==> src/rtl/mmu_pkg.sv <==
// Shared definitions for the MMU login sequencer: state encoding, key words
// and the MMU address window.
package mmu_pkg;

  typedef enum logic [1:0] {
    IDLE    = 2'd0,
    CHECK   = 2'd1,
    SESSION = 2'd2,
    LOCKED  = 2'd3
  } mmu_state_e;

  localparam logic [15:0] MMU_ADDR_LO = 16'h8000;
  localparam logic [15:0] MMU_ADDR_HI = 16'h8800;

  localparam logic [63:0] KEY_BASE = 64'h0000_0000_C0DE_0001;

  function automatic logic [63:0] key_word(input logic [1:0] i);
    return KEY_BASE + {62'd0, i};
  endfunction

endpackage

==> src/rtl/mmu_down_timer.sv <==
// Loadable down-counter that stops at zero; shared by the gap, session
// and lockout timing.
module mmu_down_timer #(
  parameter int W = 12
) (
  input  logic         i_clk,
  input  logic         i_rst_n,
  input  logic         i_load,
  input  logic [W-1:0] i_val,
  output logic         o_zero
);

  logic [W-1:0] r_cnt;

  always_ff @(posedge i_clk or negedge i_rst_n) begin
    if (!i_rst_n)
      r_cnt <= '0;
    else if (i_load)
      r_cnt <= i_val;
    else if (r_cnt != '0)
      r_cnt <= r_cnt - 1'b1;
  end

  assign o_zero = (r_cnt == '0);

endmodule

==> src/rtl/mmu_login_ctrl.sv <==
// Key-sequence login sequencer for the MMU with failure lockout.
// Define MMU_VIOLATION_FAIL_EN to count mmu_protected hits as failures.
module mmu_login_ctrl
  import mmu_pkg::*;
#(
  parameter int KEY_LEN        = 4,
  parameter int SESSION_CYCLES = 1024,
  parameter int GAP_CYCLES     = 16,
  parameter int MAX_FAIL       = 3,
  parameter int LOCK_CYCLES    = 4096
) (
  input  logic        clock,
  input  logic        reset_n,
  input  logic        key_valid,
  input  logic [63:0] key_data,
  input  logic        logout,
  input  logic        mmu_protected,
  output logic        login,
  output logic        locked,
  output logic [1:0]  fail_count,
  output logic        attempt_active
);

  localparam int TM0 = (SESSION_CYCLES > LOCK_CYCLES) ? SESSION_CYCLES : LOCK_CYCLES;
  localparam int TM1 = (TM0 > GAP_CYCLES) ? TM0 : GAP_CYCLES;
  localparam int TW  = $clog2(TM1 + 1);

  mmu_state_e r_state, w_state_nx;
  logic [1:0] r_idx, w_idx_nx;
  logic [1:0] r_fail, w_fail_nx;
  logic       r_login, r_locked, r_active;
  logic       w_load, w_tmr_zero, w_match, w_viol, w_fail_evt;
  logic [TW-1:0] w_load_val;

`ifdef MMU_VIOLATION_FAIL_EN
  assign w_viol = mmu_protected;
`else
  logic w_unused;
  assign w_unused = mmu_protected;
  assign w_viol   = 1'b0;
`endif

  assign w_match = (key_data == key_word(r_idx));

  mmu_down_timer #(.W(TW)) u_tmr (
    .i_clk   (clock),
    .i_rst_n (reset_n),
    .i_load  (w_load),
    .i_val   (w_load_val),
    .o_zero  (w_tmr_zero)
  );

  always_comb begin
    w_state_nx = r_state;
    w_idx_nx   = '0;
    w_fail_nx  = r_fail;
    w_load     = 1'b0;
    w_load_val = '0;
    w_fail_evt = 1'b0;
    unique case (r_state)
      IDLE: begin
        if (w_viol || (key_valid && !w_match)) begin
          w_fail_evt = 1'b1;
        end else if (key_valid) begin
          if (KEY_LEN == 1) begin
            w_state_nx = SESSION;
            w_load     = 1'b1;
            w_load_val = TW'(SESSION_CYCLES - 1);
            w_fail_nx  = '0;
          end else begin
            w_state_nx = CHECK;
            w_idx_nx   = 2'd1;
            w_load     = 1'b1;
            w_load_val = TW'(GAP_CYCLES);
          end
        end
      end
      CHECK: begin
        if (w_viol || (key_valid && !w_match)) begin
          w_state_nx = IDLE;
          w_fail_evt = 1'b1;
        end else if (key_valid) begin
          w_load = 1'b1;
          if (r_idx == 2'(KEY_LEN - 1)) begin
            w_state_nx = SESSION;
            w_load_val = TW'(SESSION_CYCLES - 1);
            w_fail_nx  = '0;
          end else begin
            w_idx_nx   = r_idx + 2'd1;
            w_load_val = TW'(GAP_CYCLES);
          end
        end else if (w_tmr_zero) begin
          w_state_nx = IDLE;
          w_fail_evt = 1'b1;
        end else begin
          w_idx_nx = r_idx;
        end
      end
      SESSION: begin
        if (logout || w_tmr_zero)
          w_state_nx = IDLE;
      end
      LOCKED: begin
        if (w_tmr_zero) begin
          w_state_nx = IDLE;
          w_fail_nx  = '0;
        end
      end
      default: w_state_nx = IDLE;
    endcase
    // A failure that reaches the limit overrides the return to IDLE
    if (w_fail_evt) begin
      w_fail_nx = (r_fail == 2'(MAX_FAIL)) ? r_fail : r_fail + 2'd1;
      if (w_fail_nx == 2'(MAX_FAIL)) begin
        w_state_nx = LOCKED;
        w_idx_nx   = '0;
        w_load     = 1'b1;
        w_load_val = TW'(LOCK_CYCLES - 1);
      end
    end
  end

  always_ff @(posedge clock or negedge reset_n) begin
    if (!reset_n) begin
      r_state  <= IDLE;
      r_idx    <= '0;
      r_fail   <= '0;
      r_login  <= 1'b0;
      r_locked <= 1'b0;
      r_active <= 1'b0;
    end else begin
      r_state  <= w_state_nx;
      r_idx    <= w_idx_nx;
      r_fail   <= w_fail_nx;
      r_login  <= (w_state_nx == SESSION);
      r_locked <= (w_state_nx == LOCKED);
      r_active <= (w_state_nx == CHECK);
    end
  end

  assign login          = r_login;
  assign locked         = r_locked;
  assign fail_count     = r_fail;
  assign attempt_active = r_active;

endmodule

==> config.mk <==
export PLATFORM = sky130hd
export DESIGN_NAME = mmu_login_ctrl
export DESIGN_NICKNAME = d
export VERILOG_FILES = /design/src/rtl/mmu_pkg.sv /design/src/rtl/mmu_down_timer.sv /design/src/rtl/mmu_login_ctrl.sv
export SDC_FILE = /design/constraint.sdc
export NUM_CORES = 1
export LEC_CHECK = 0
export CAP_MARGIN = 20
export CORE_UTILIZATION = 40
export DETAILED_ROUTE_END_ITERATION = 10
export GPL_TIMING_DRIVEN = 0
export PLACE_DENSITY = 0.76
export SLEW_MARGIN = 20
export SYNTH_ARGS = -nofsm -noshare
export SYNTH_HDL_FRONTEND = slang
export SYNTH_SLANG_ARGS = --single-unit
==> constraint.sdc <==
create_clock -name clock -period 5.2 [get_ports clock]
set_input_delay 0.78 -clock clock [delete_from_list [all_inputs] [get_ports clock]]
set_output_delay 0.78 -clock clock [all_outputs]
set_load 0.1 [all_outputs]
==> flow_summary.ini, run 1 <==
[synth]
synth_seq_cells = 22
yosysWarningCount = 0
async_flop_share = 1.00
ys_seq_area_frac = 0.371
syn_area_per_cell_sq_um = 8.69
yosysUniqueCellTypes = 40
synth_area_sq_um = 1490
syn_inst = 171
ys.flop_type = dfrtp_1
synth_edf_count = 0
syn-num-nets = 242

[critical_path]
crit_path_cell_trace = clkdlybuf4s50_1, nor4_1, nand4_1, or4_4, or4b_4, a221oi_4, a21oi_1
criticalPathCategory = in2reg
crit_buf_inv = 1
cp-start-kind = input port
rr_worst_depth = 7
cpMaxStageDelayCell = or4_4
cpPeakStageDelay_ns = 0.58
path_max_fanout = 9
critPathCaptureType = flip-flop
required_ns = 5.31
cp.depth = 7
critPathTopFamily = simple AND/OR/NAND/NOR gates
arrival_ns = 3.41

[route]
vias_per_cell = 5.54
drc = 0
post_drt_wl_per_cell_um = 13.9
vias = 1619
drtIter0Drc = 53
antenna_left = 0
drt-total-wl_mm = 4.05
first_pass_iters = 4

[sta]
worst_pin_slew_ns = 0.974
period_share = 0.635
setup_viol = 0
rsz0062_at_grt = no
tns_ns = 0
max_freq_mhz = 303
hold_viol = 0
relSlewSlack = 0.349
period_minus_slack_ns = 3.30
finClkSkew_ns = 0.00332
drv_slew = 0

[layout]
antennaDiodeCount = 0
final_cell_mix = clkdlybuf4s50_1, nand2_1, dfrtp_1
multi_input_area_sq_um = 912
nets = 319
final_util = 0.670
area_growth_pct = 55.2
final_common_cell = clkdlybuf4s50_1
register_area_sq_um = 551
nFillCells = 312
drive_gt1_frac = 0.0285

[global_routing]
grt_max_degree = 23
track_usage = 0.223
grt_overflow_total = 0
grt_pass1_vias = 1680
grt_first_pass_wirelength_mm = 7.07
antenna_found_initial = 0

[power_and_ir_drop]
p_leak_nw = 0.857
ir_drop_mv = 0.0790
p_per_area_nw_per_um2 = 149
finalPower_w = 0.000343

[placement]
gp_congestion = 0.831
port_buffers = 72
dpl.hpwl_mm = 3.43

[cts]
cts_made_buffers = 3
hold_buffers = 0
ctsResizeCount = 0
root_buffer = clkbuf_8
cts.sinks = 22
clk_path_buf_depth = 2
clock_latency_ns = 0.26
cts_tree = built
htreeDepth = 1
path_clk_slew_ns = 0.07
post_cts_buffers = 0

[floorplan]
start_util = 0.431
die-area_sq_um = 3960
core_sq_um = 3440
die_h_um = 62.9
die_w_um = 62.9
num_rows = 21
io_pins = 74

[run_status]
status = completed

[min_path]
hp-class = reg2reg
hold_depth = 1

[flow_run]
cap_violations = 0
==> cell usage after synthesis (4+ instances only) <==
library cell	number	area share
nand2_1	24	0.061
dfrtp_1	22	0.37
nor4_1	19	0.080
a21oi_1	9	0.030
nor2_1	9	0.023
xnor2_1	7	0.041
nand3_1	6	0.020
nand4_1	6	0.025
inv_1	5	0.013
o21ai_1	5	0.017
xor2_1	5	0.029
nor3b_1	4	0.020
==> worst paths after layout <==
path | startpoint | to | slack, ns
worst min register to register | u_tmr.r_cnt[12]$_DFFE_PN0P_ | u_tmr.r_cnt[12]$_DFFE_PN0P_ | 0.54
worst min-delay path | u_tmr.r_cnt[12]$_DFFE_PN0P_ | u_tmr.r_cnt[12]$_DFFE_PN0P_ | 0.54
max in group asynchronous | reset_n | locked$_DFF_PN0_ | 3.59
worst max-delay path | key_data[9] | u_tmr.r_cnt[8]$_DFFE_PN0P_ | 1.90
worst max register to register | u_tmr.r_cnt[0]$_DFFE_PN0P_ | u_tmr.r_cnt[1]$_DFFE_PN0P_ | 2.03
min in group asynchronous | reset_n | u_tmr.r_cnt[5]$_DFFE_PN0P_ | 1.04
==> layer usage <==
layer / routed length (um) / track usage
met1: 1680 / 0.266
met2: 1960 / 0.387
met3: 316 / 0.0511
met4: 86 / 0.0785
met5: 0 / 0
==> logic make-up (layout without fill, tap and decap cells) <==
family | count (synthesis) | in the layout | synth area share
buffers and inverters | 6 | 81 | 0.0152
XOR/XNOR | 12 | 12 | 0.0708
AND/OR/NAND/NOR | 96 | 96 | 0.374
AO/OA/AOI/OAI | 33 | 33 | 0.152
adder cells (fa/ha/maj) | 2 | 2 | 0.0168
flip-flops | 22 | 22 | 0.371
==> stage by stage <==
stage,std cells,hold WS [ns],instance area [sq um],setup WS [ns]
floorplan,171,0.484,1490,2.33
global placement,289,0.527,2260,1.66
detailed placement,289,0.524,2260,1.64
CTS,292,0.540,2300,1.91
global route,292,0.562,2300,1.67
finish,292,0.537,2300,1.90
==> final cells by class <==
type	count	share of cell area
Tap cell	46	0.0250
Buffer	1	0.00163
Clock buffer	3	0.0179
Timing Repair Buffer	72	0.313
Multi-Input combinational cell	143	0.396
Inverter	5	0.00814
Sequential cell	22	0.239
==> sequential cells by signal, summed over array words and instances, names as in the netlist <==
signal,count
login,1
fail_count,2
attempt_active,1
r_state,2
r_idx,2
u_tmr.r_cnt,13
locked,1
==> worst reg2reg max path: cells and delay by family (launching register included) <==
| family | cells | cell delay (ns) |
|---|---|---|
| AOI/OAI and AO/OA | 2 | 0.87 |
| adders and majority gates | 1 | 0.18 |
| buffers and inverters | 1 | 0.09 |
| DFF | 1 | 0.39 |
| and+or+nand+nor | 3 | 1.48 |
==> where the power goes <==
group	switching (W)	total, W	internal [W]
Clock	0.0000497	0.000101	0.0000516
Sequential	0.000000414	0.000172	0.000171
Combinational	0.0000204	0.0000697	0.0000493
Power figures use the tool's default switching activity.
==> inputs of run 2 (changes only) <==
- CORE_UTILIZATION: 40 -> 36
- PLACE_DENSITY: 0.76 -> 0.72
- clock period: 5.2 -> 2.8 ns (I/O delays scaled with it)
==> run 2 against run 1 <==
Setup slack worse by 1.8 ns. Non-clock buffer count grew 5. Final area increased by 8.7%. Combinational power rose by 94%. Largest cell class unchanged. Via count up 2.5%. Total power rose by 88%.
==> flow_summary.ini, run 2 (synthesized netlist as in run 1, its figures left out) <==
[floorplan]
die_h_um = 66.2
core_sq_um = 3800
die_w_um = 66.2
num_rows = 22
io_pins = 74
start_util = 0.391
die-area_sq_um = 4390

[route]
first_pass_iters = 5
drt-total-wl_mm = 4.71
post_drt_wl_per_cell_um = 15.8
antenna_left = 0
drc = 0
drtIter0Drc = 107
vias_per_cell = 5.55
vias = 1660

[cts]
htreeDepth = 1
cts.sinks = 22
hold_buffers = 0
clock_latency_ns = 0.26
root_buffer = clkbuf_8
clk_path_buf_depth = 2
cts_made_buffers = 3
cts_tree = built
path_clk_slew_ns = 0.08

[placement]
dpl.hpwl_mm = 3.62
gp_congestion = 0.887
post-place-ws_ns = -0.436
port_buffers = 72

[power_and_ir_drop]
p_per_area_nw_per_um2 = 257
seqPwrFrac = 0.495
ir_drop_mv = 0.147
switching_power_w = 0.000141
internal-power_w = 0.000504
p_clk_frac = 0.296
switching_share = 0.219
comb_power_share = 0.209
p_leak_nw = 1.08

[flow_run]
cap_violations = 0

[global_routing]
grt_first_pass_wirelength_mm = 7.08
grt_max_degree = 23
antenna_found_initial = 0
grt_overflow_total = 0
grt_pass1_vias = 1568
track_usage = 0.212

[sta]
hold_viol = 0
period_share = 0.973
tns_ns = 0
relSlewSlack = 0.355
finClkSkew_ns = 0.00668
drv_slew = 0
period_minus_slack_ns = 2.72
hold_slack_ns = 0.106
fin_ws_ns = 0.0762
setup_viol = 0
worst_pin_slew_ns = 0.965
max_freq_mhz = 367

[critical_path]
arrival_ns = 2.85
criticalPathCategory = in2reg
cp-start-kind = input port
path_max_fanout = 4
critPathCaptureType = flip-flop
required_ns = 2.92

[layout]
drive_gt1_frac = 0.108
final_cell_mix = clkdlybuf4s50_1, nand2_1, dfrtp_1
largest_reg_flops = 13
final_common_cell = clkdlybuf4s50_1
area_growth_pct = 68.7
nFillCells = 309
nets = 324
antennaDiodeCount = 0
regMostFlops = u_tmr.r_cnt

[min_path]
hp-class = in2async

[run_status]
status = completed
-- run 2: cell types whose count changed in the layout (fill, tap and decap cells not counted), sizes merged --
cell | previous run | this run
clkdlybuf4s50 | 72 | 51
dlymetal6s2s | 0 | 19
buf | 0 | 5
clkbuf | 4 | 5
dlygate4sd2 | 0 | 1
-- run 2: critical path: stages --
cell and delay [ns]:
clkdlybuf4s50_1 0.43, nor4_2 0.21, nand4_1 0.12, or4_4 0.43, or4b_4 0.56, a221oi_4 0.42
clkbuf_16 0.21, a21oi_1 0.05
-- run 2: metal layers --
layer,part of all wire,vias to the layer above,global-route usage
met3,0.043,14,0.0276
met5,0,-,0
met4,0.023,0,0.0505
met2,0.53,58,0.381
li1,-,824,-
met1,0.41,764,0.265
-- run 2: layout make-up --
cell class | instances | area, sq um | share of cell area
repair buffers | 77 | 830 | 0.331
inverters | 5 | 18.8 | 0.00749
flip-flops and latches | 22 | 551 | 0.220
well taps | 48 | 60.1 | 0.0240
clock buffers | 3 | 41.3 | 0.0165
plain buffers | 1 | 3.75 | 0.00150
multi-input cells | 143 | 1000 | 0.400
-- run 2: repair_timing --
item                                    CTS  global route
gates resized for setup                   4            31
endpoints found under the setup margin   12            17
buffers inserted                          2             2
pin swaps                                 1            11
gates cloned                              0             1
-- run 2: per-stage QoR --
step                utilization  total power [W]  cell area (sq um)  cells
detailed placement        0.597         0.000456               2270    291
CTS                       0.619         0.000645               2350    296
finish                    0.660         0.000645               2510    299
floorplan                     -         0.000344               1490    171
global route              0.660         0.000674               2510    299
global placement          0.597         0.000455               2270    291
-- run 2: path summary, 6_finish.rpt --
| path | start | cells past startpoint | endpoint | slack, ns |
|---|---|---|---|---|
| max in group asynchronous | reset_n | 1 | r_state[1]$_DFF_PN0_ | 2.36 |
| setup reg to reg | r_idx[0]$_DFF_PN0_ | 8 | u_tmr.r_cnt[9]$_DFFE_PN0P_ | 0.16 |
| hold reg to reg | u_tmr.r_cnt[12]$_DFFE_PN0P_ | 1 | u_tmr.r_cnt[12]$_DFFE_PN0P_ | 0.56 |
| hold / removal | reset_n | 1 | u_tmr.r_cnt[2]$_DFFE_PN0P_ | 0.11 |
| setup / recovery | key_data[37] | 8 | u_tmr.r_cnt[9]$_DFFE_PN0P_ | 0.08 |
| min in group clock | u_tmr.r_cnt[12]$_DFFE_PN0P_ | 1 | u_tmr.r_cnt[12]$_DFFE_PN0P_ | 0.56 |
-- run 2: power groups by stage --
| stage | Combinational (W) | Clock, W | Sequential, W |
|---|---|---|---|
| global route | 0.000143 | 0.000212 | 0.000319 |
| CTS | 0.000130 | 0.000195 | 0.000319 |
| floorplan | 0.0000137 | 0 | 0.000331 |
| detailed placement | 0.000130 | 0 | 0.000325 |
| global placement | 0.000130 | 0 | 0.000325 |
| finish | 0.000135 | 0.000191 | 0.000319 |
